$ cat src/rtl/nn_pkg.sv
// Shared types for the NN memory subsystem: address/data widths, lane count
// and the arbiter state encoding.
package nn_pkg;

  localparam int LANES = 8;

  typedef logic [16:0] Caddr;
  typedef logic [31:0] Cdata;
  typedef logic [16:0] Maddr;
  typedef logic [23:0] Mdata;

  typedef enum logic [1:0] {
    ST_IDLE = 2'd0,
    ST_FP   = 2'd1,
    ST_WB   = 2'd2
  } arb_st_e;

  typedef enum logic {
    WIN_WB = 1'b0,
    WIN_FP = 1'b1
  } win_e;

endpackage

$ cat src/rtl/nn_rd_hold.sv
// Read-data hold for one memory: forwards the macro output in the cycle after a
// fetch grant and keeps that value visible until the next grant's data arrives.
module nn_rd_hold #(
  parameter int LANES = 8,
  parameter int W     = 32
) (
  input  logic                      clk,
  input  logic                      reset,
  input  logic                      grant,
  input  logic [LANES-1:0][W-1:0]   q,
  output logic [LANES-1:0][W-1:0]   data
);

  logic                     fp_pend;
  logic [LANES-1:0][W-1:0]  hold;

  always_ff @(posedge clk) begin
    if (reset) begin
      fp_pend <= 1'b0;
      hold    <= '0;
    end else begin
      fp_pend <= grant;
      if (fp_pend) hold <= q;
    end
  end

  assign data = fp_pend ? q : hold;

endmodule

$ cat src/rtl/nn_mem_arbiter.sv
// Arbiter for the shared cmem/dmem ports between the fetch/populate sequencer
// (8-lane reads) and neuron write-back (single-word dmem writes).
//
// state   | meaning
// IDLE    | no grant this cycle
// FP      | fetch read granted this cycle
// WB      | write-back granted this cycle
module nn_mem_arbiter
  import nn_pkg::*;
#(
  parameter int MAX_FP_BURST = 4,
  parameter int LANES        = 8
) (
  input  logic                  clk,
  input  logic                  reset,
  input  logic                  memory_rqt_fp,
  input  Caddr [LANES-1:0]      cmem_addr_fp,
  input  Maddr [LANES-1:0]      dmem_addr_fp,
  output logic                  grant_fp,
  output Cdata [LANES-1:0]      cmem_data_fp,
  output Mdata [LANES-1:0]      dmem_data_fp,
  input  logic                  wb_valid,
  input  Maddr                  wb_addr,
  input  Mdata                  wb_data,
  output logic                  wb_ready,
  output logic                  cmem_rd_en,
  output Caddr [LANES-1:0]      cmem_addr,
  input  Cdata [LANES-1:0]      cmem_q,
  output logic                  dmem_rd_en,
  output logic                  dmem_wr_en,
  output Maddr [LANES-1:0]      dmem_addr,
  output Mdata                  dmem_wdata,
  input  Mdata [LANES-1:0]      dmem_q
);

  localparam logic [2:0] BURST_MAX = 3'(MAX_FP_BURST);

  arb_st_e    state;
  win_e       last_winner;
  logic [2:0] burst_cnt;
  logic       fp_keeps;

  // A running fp burst (burst_cnt != 0) may continue until it saturates; a fresh
  // contention goes to whichever side did not win last.
  assign fp_keeps = (burst_cnt < BURST_MAX) &&
                    ((last_winner == WIN_WB) || (burst_cnt != 3'd0));

  always_comb begin
    state = ST_IDLE;
    if (!reset) begin
      if (memory_rqt_fp && wb_valid) state = fp_keeps ? ST_FP : ST_WB;
      else if (memory_rqt_fp)        state = ST_FP;
      else if (wb_valid)             state = ST_WB;
    end
  end

  always_ff @(posedge clk) begin
    if (reset) begin
      burst_cnt   <= 3'd0;
      last_winner <= WIN_WB;
    end else begin
      if (state == ST_WB || !wb_valid)             burst_cnt <= 3'd0;
      else if (state == ST_FP && burst_cnt < BURST_MAX) burst_cnt <= burst_cnt + 3'd1;

      if (state == ST_FP)      last_winner <= WIN_FP;
      else if (state == ST_WB) last_winner <= WIN_WB;
    end
  end

  assign grant_fp   = (state == ST_FP);
  assign wb_ready   = (state == ST_WB);
  assign cmem_rd_en = grant_fp;
  assign dmem_rd_en = grant_fp;
  assign dmem_wr_en = wb_ready;
  assign dmem_wdata = wb_ready ? wb_data : '0;
  assign cmem_addr  = grant_fp ? cmem_addr_fp : '0;

  always_comb begin
    dmem_addr = '0;
    if (grant_fp)      dmem_addr = dmem_addr_fp;
    else if (wb_ready) dmem_addr[0] = wb_addr;
  end

  nn_rd_hold #(.LANES(LANES), .W(32)) u_cmem_hold (
    .clk   (clk),
    .reset (reset),
    .grant (grant_fp),
    .q     (cmem_q),
    .data  (cmem_data_fp)
  );

  nn_rd_hold #(.LANES(LANES), .W(24)) u_dmem_hold (
    .clk   (clk),
    .reset (reset),
    .grant (grant_fp),
    .q     (dmem_q),
    .data  (dmem_data_fp)
  );

endmodule

$ cat config.mk
export PLATFORM = sky130hd
export DESIGN_NAME = nn_mem_arbiter
export DESIGN_NICKNAME = d
export VERILOG_FILES = /design/src/rtl/nn_pkg.sv /design/src/rtl/nn_rd_hold.sv /design/src/rtl/nn_mem_arbiter.sv
export SDC_FILE = /design/constraint.sdc
export NUM_CORES = 1
export LEC_CHECK = 0
export CAP_MARGIN = 20
export CORE_AREA = 4 4 590 592
export CTS_BUF_LIST = sky130_fd_sc_hd__clkbuf_4
export DETAILED_ROUTE_END_ITERATION = 12
export DIE_AREA = 0 0 594 596
export GPL_ROUTABILITY_DRIVEN = 0
export SKIP_CTS_REPAIR_TIMING = 1
export SYNTH_ARGS = -nofsm -noshare
export SYNTH_HDL_FRONTEND = slang
export SYNTH_SLANG_ARGS = --single-unit
$ cat constraint.sdc
create_clock -name clk -period 2 [get_ports clk]
set_input_delay 0.3 -clock clk [delete_from_list [all_inputs] [get_ports clk]]
set_output_delay 0.3 -clock clk [all_outputs]
set_load 0.02 [all_outputs]
# After elaboration in Yosys (flattened, before gate mapping)
# Cells that the tools add are included.
[totals]
in_bits = 765
reg_bits = 453
wordCells = 47
out_inout_bits = 749
[classes]
magnitude_cmp = 1
bitwise_logic = 1
muxes = 14
addsub = 1
eq_ne = 2
reduce_logical = 9
[ops]
columns = ["op", "n"]
rows = [
  ["two-way mux 256 bit", 1],
  ["two-way mux 192 bit", 1],
  ["two-way mux 136 bit", 1],
  ["two-way mux 119 bit", 1],
  ["two-way mux 17 bit", 2],
  ["two-way mux 24 bit", 1],
  ["two-way mux 2 bit", 5],
  ["adder 3 x 1 -> 3 bit (second input constant)", 1],
  ["logical AND 1 bit", 3],
  ["less-than comparator 3 bit (second input constant)", 1],
  ["nonzero test 3 bit", 1],
  ["== test 2 x 1 -> 1 bit (second input constant)", 1],
  ["== test 2 bit (second input constant)", 1],
  ["logical OR 1 bit", 2],
  ["two-way mux 1 bit", 2],
  ["nonzero test 2 bit", 1],
  ["OR reduction 2 bit", 1],
  ["logical NOT 1 bit", 1],
  ["NOT 1 bit", 1],
]

# Depth between registers and ports, before layout
[logic_depth]
word_depth = 9
ltp_mapped = 10
mapped_depth_nobuf = 9

# By module
# From an unflattened synthesis, not the netlist that was laid out.
[unflattened]
cells_unflattened = 1835
hier_area_um2 = 20973.9
[modules_own_cells]
columns = ["module", "seq_area_each_um2", "area_per_inst_um2", "cells_per_inst", "instances"]
rows = [
  ["nn_rd_hold at u_cmem_hold", 5144.9, 9940.8, 826, 1],
  ["nn_rd_hold at u_dmem_hold", 3863.7, 8541.9, 620, 1],
  ["nn_mem_arbiter", 80.1, 2491.1, 389, 1],
]

# Worst setup path before layout
# Ideal clock, no wire load.
[synth_timing]
path_kind = "flip-flop to output port"
start = "register burst_cnt[0]"
end = "output dmem_addr[10] (netlist bit)"
stages_incl_launch_ff = 11
t_required_ps = 1700
path_buffers = 2
t_arrival_ps = 2218
setup_slack_ps = -518
cell_sequence = "dfxtp_1 -> inv_1 -> ha_1 -> a21oi_1 -> nand2b_1 -> and3b_1 -> ha_1 -> clkbuf_1 -> clkbuf_1 -> nand2_1 -> o21ai_0"
[synth_rtl]
columns = ["element", "line_no", "text"]
rows = [
  ["start, declared", "nn_mem_arbiter.sv:40", "logic [2:0] burst_cnt;"],
  ["start signal, assigned", "nn_mem_arbiter.sv:63", "else if (state == ST_FP && burst_cnt < BURST_MAX) burst_cnt <= burst_cnt + 3'd1;"],
  ["end, declared", "nn_mem_arbiter.sv:31", "output Maddr [LANES-1:0] dmem_addr,"],
]

==> run summary <==
first-pass GRT wire length -> 260,000 um
hold_ws -> -0.170 ns
violated checks -> hold timing, setup timing
crit path cell chain -> inv_2 > ha_4 > a21oi_2 > nand2b_4 > and3b_2 > ha_4 > buf_12 > clkbuf_16 > buf_12 > clkbuf_16 > and2_4 > buf_6
final setup margin -> -1.55 ns
Slew HR -> 47.2%
Routed Antenna Nets -> 0
P_int -> 0.0187 W
gr busiest metal -> met2
Leakage -> 18.3 nW
worst path required time -> 1.70 ns
syn_area_per_cell -> 11.7 um2
commonest non-fill, non-tap cell in the layout -> clkdlybuf4s50_1
CTS sink cnt -> 453
Post-Synth XOR/XNOR Area -> 0.0406%
GRT Util Overall -> 11.7%
status -> complete, but fails checks
met3 usage -> 8.59%
Syn. warnings -> 0
WP buf/inv -> 6
fmax -> 0.281 GHz
DP Wirelength -> 194,000 um
Setup Skew -> 0.119 ns
critical path's largest stage delay -> 0.33 ns
mux share of post-synthesis cell area -> 30.8%
Setup CP Type -> reg -> out
nets@finish -> 4,303
Least-Margin Pin Slew -> 0.792 ns
number of global-route vias before repair -> 20,900
synthesized area -> 0.0216 mm2
P_sw -> 0.00848 W
GR Util met1 -> 11.7%
Synth Instances -> 1,842
MaxCap Viol Count -> 0
pins over their slew limit -> 0
CTS tree -> yes
via/cell ratio -> 2.60
Worst Setup Start Kind -> flip-flop
initial antenna violation count -> 300
1st-iter DRT viols -> 867
# DRC -> 0
maximum buffer depth of the clock tree -> 4
clock root cell -> clkbuf_4
Post-Layout Cell Count -> 8,230
Peak VDD IR -> 0.000441 V
die area -> 0.354 mm2
DR WL/cell -> 26.9 um
WL final -> 221,000 um
largest fanout on the critical path -> 6
cts bufs inserted -> 157
Post-Synth Simple-Gate Area -> 22.0%
Placeable Area -> 0.342 mm2
Clock Latency Late Sink -> 1.17 ns
Placed Cells -> 7,856
Pwr per Cell Area -> 583 mW/mm2
worst endpoint data arrival time -> 3.25 ns
reg2reg setup slack -> -0.34 ns
grt ovf -> 0
largest family of logic cells by synthesized area -> multiplexers
sw frac -> 31.2%
share of cells above drive strength 1 -> 44.0%
# setup viols final -> 752
Crit. End Element -> output port
most frequent cells in the layout -> clkdlybuf4s50_1, nor2b_1, dfxtp_1
placed cell area -> 0.0437 mm2
Slowest-stage cell, CP -> dfxtp_2
Comb pwr share -> 27.3%
Distinct cells, synth -> 23
final hold vios -> 376
Synth Area in Compound Gates -> 0.476%
syn_nets -> 2,611
I/O pins -> 1,514
Initial Util -> 6.29%
via count -> 21,400
RSZ-0062 raised after global routing -> yes
clock share of power -> 38.1%
Global Route met2 Usage -> 19.2%
Tcrit/Tclk final -> 178%
post-route cell area -> 0.0466 mm2
Initial DRT Pass Iterations -> 7
Die Ht -> 596 um
Area Overhead vs Synth -> 116%
sequential share of power -> 34.6%
Die X -> 594 um
Final min period -> 3.55 ns
Reg clk slew, reported paths -> 0.06 ns
Synth Area in Adders -> 0.232%
Rows -> 215
CTS H-tree lvls -> 4
Seq/Total Area, Yosys -> 42.1%
I/O Buffers -> 1,513
Top Family by Delay on Critical Path -> buffers and inverters
largest net degree at the start of global routing -> 142
Yosys reg bits -> 453
Hold/Removal Path Class -> in -> reg
synthesized netlist by cell type:
| master | count | area share [%] |
|---|---|---|
| dfxtp_1 | 453 | 42 |
| nor2b_1 | 450 | 13 |
| mux2_4 | 419 | 29 |
| and2_1 | 279 | 8.1 |
| clkbuf_1 | 84 | 1.5 |
| buf_6 | 38 | 2.0 |
| nand2_1 | 34 | 0.59 |
| mux2_2 | 29 | 1.5 |
| o21ai_0 | 17 | 0.39 |
| buf_8 | 10 | 0.70 |
| buf_2 | 4 | 0.093 |
| ha_1 | 4 | 0.23 |
| nor2_1 | 4 | 0.070 |
| buf_4 | 3 | 0.10 |
| inv_1 | 3 | 0.052 |
| a21oi_1 | 2 | 0.046 |
| mux2i_1 | 2 | 0.093 |
| nand2b_1 | 2 | 0.058 |
| a21o_1 | 1 | 0.035 |
| and3b_1 | 1 | 0.041 |
| nand3b_1 | 1 | 0.035 |
| or2_2 | 1 | 0.029 |
| xnor2_1 | 1 | 0.041 |
tightest hold or removal path, delay by kind of cell:
kind	cells	cell delay, ns
buffers and inverters	1	0.46
muxes	1	0.14
and+or+nand+nor	1	0.11
power groups by stage:
stage          clock network, W  logic, W  registers [W]
3_3_place_gp                  0   0.00726        0.00959
2_1_floorplan                 0   0.00289        0.00957
3_5_place_dp                  0   0.00726        0.00960
6_report                 0.0104   0.00742        0.00940
5_1_grt                  0.0115   0.00780        0.00942
4_1_cts                  0.0112   0.00731        0.00940
state kept, by name, summed over array words and instances (netlist names):
signal,cells
burst_cnt,3
last_winner,1
u_dmem_hold.fp_pend,1
u_cmem_hold.hold,256
u_dmem_hold.hold,192
layout make-up:
cell class / instances / area [um2]
fill: 38800 / 296000
timing repair buffer: 1672 / 17700
multi-input combinational: 1247 / 12100
sequential: 453 / 9070
tap: 4557 / 5700
clock buffer: 213 / 1600
clock inverter: 42 / 273
antenna: 43 / 108
inverter: 3 / 11.3
logic make-up after synthesis:
group / after synthesis
AND/OR/NAND/NOR: 772
AO/OA/AOI/OAI: 20
buffers and inverters: 142
adder cells (fa/ha/maj): 4
XOR/XNOR: 1
flip-flops: 453
multiplexers: 450
worst paths after layout:
kind	start	depth (start not counted)	end
max	burst_cnt[1]$_SDFFE_PP0P_	12	cmem_addr[83]
max reg2reg	burst_cnt[1]$_SDFFE_PP0P_	12	burst_cnt[1]$_SDFFE_PP0P_
min	dmem_q[117]	3	u_dmem_hold.hold[117]$_SDFF_PP0_
min reg2reg	last_winner$_SDFFE_PP0P_	2	last_winner$_SDFFE_PP0P_
routing by layer:
layer | up-vias | part of all wire [%]
li1 | 9447 | -
met1 | 9620 | 35
met2 | 1449 | 46
met3 | 654 | 16
met4 | 196 | 3.2
met5 | - | 0.59
metrics by stage:
stage          util (%)  hold slack, ns  total power (W)  setup slack [ns]  setup TNS [ns]
2_1_floorplan         -           0.460           0.0125           -0.0379           -7.77
3_3_place_gp       12.8           0.493           0.0169            -0.746         -174.20
3_5_place_dp       12.8           0.508           0.0169            -0.788         -177.21
4_1_cts            13.3          -0.635           0.0279             -2.27        -1258.28
5_1_grt            13.6          -0.394           0.0287             -1.87        -1155.92
6_report           13.6          -0.170           0.0272             -1.55         -927.58
Note: power is estimated with default switching activity, not from simulation.
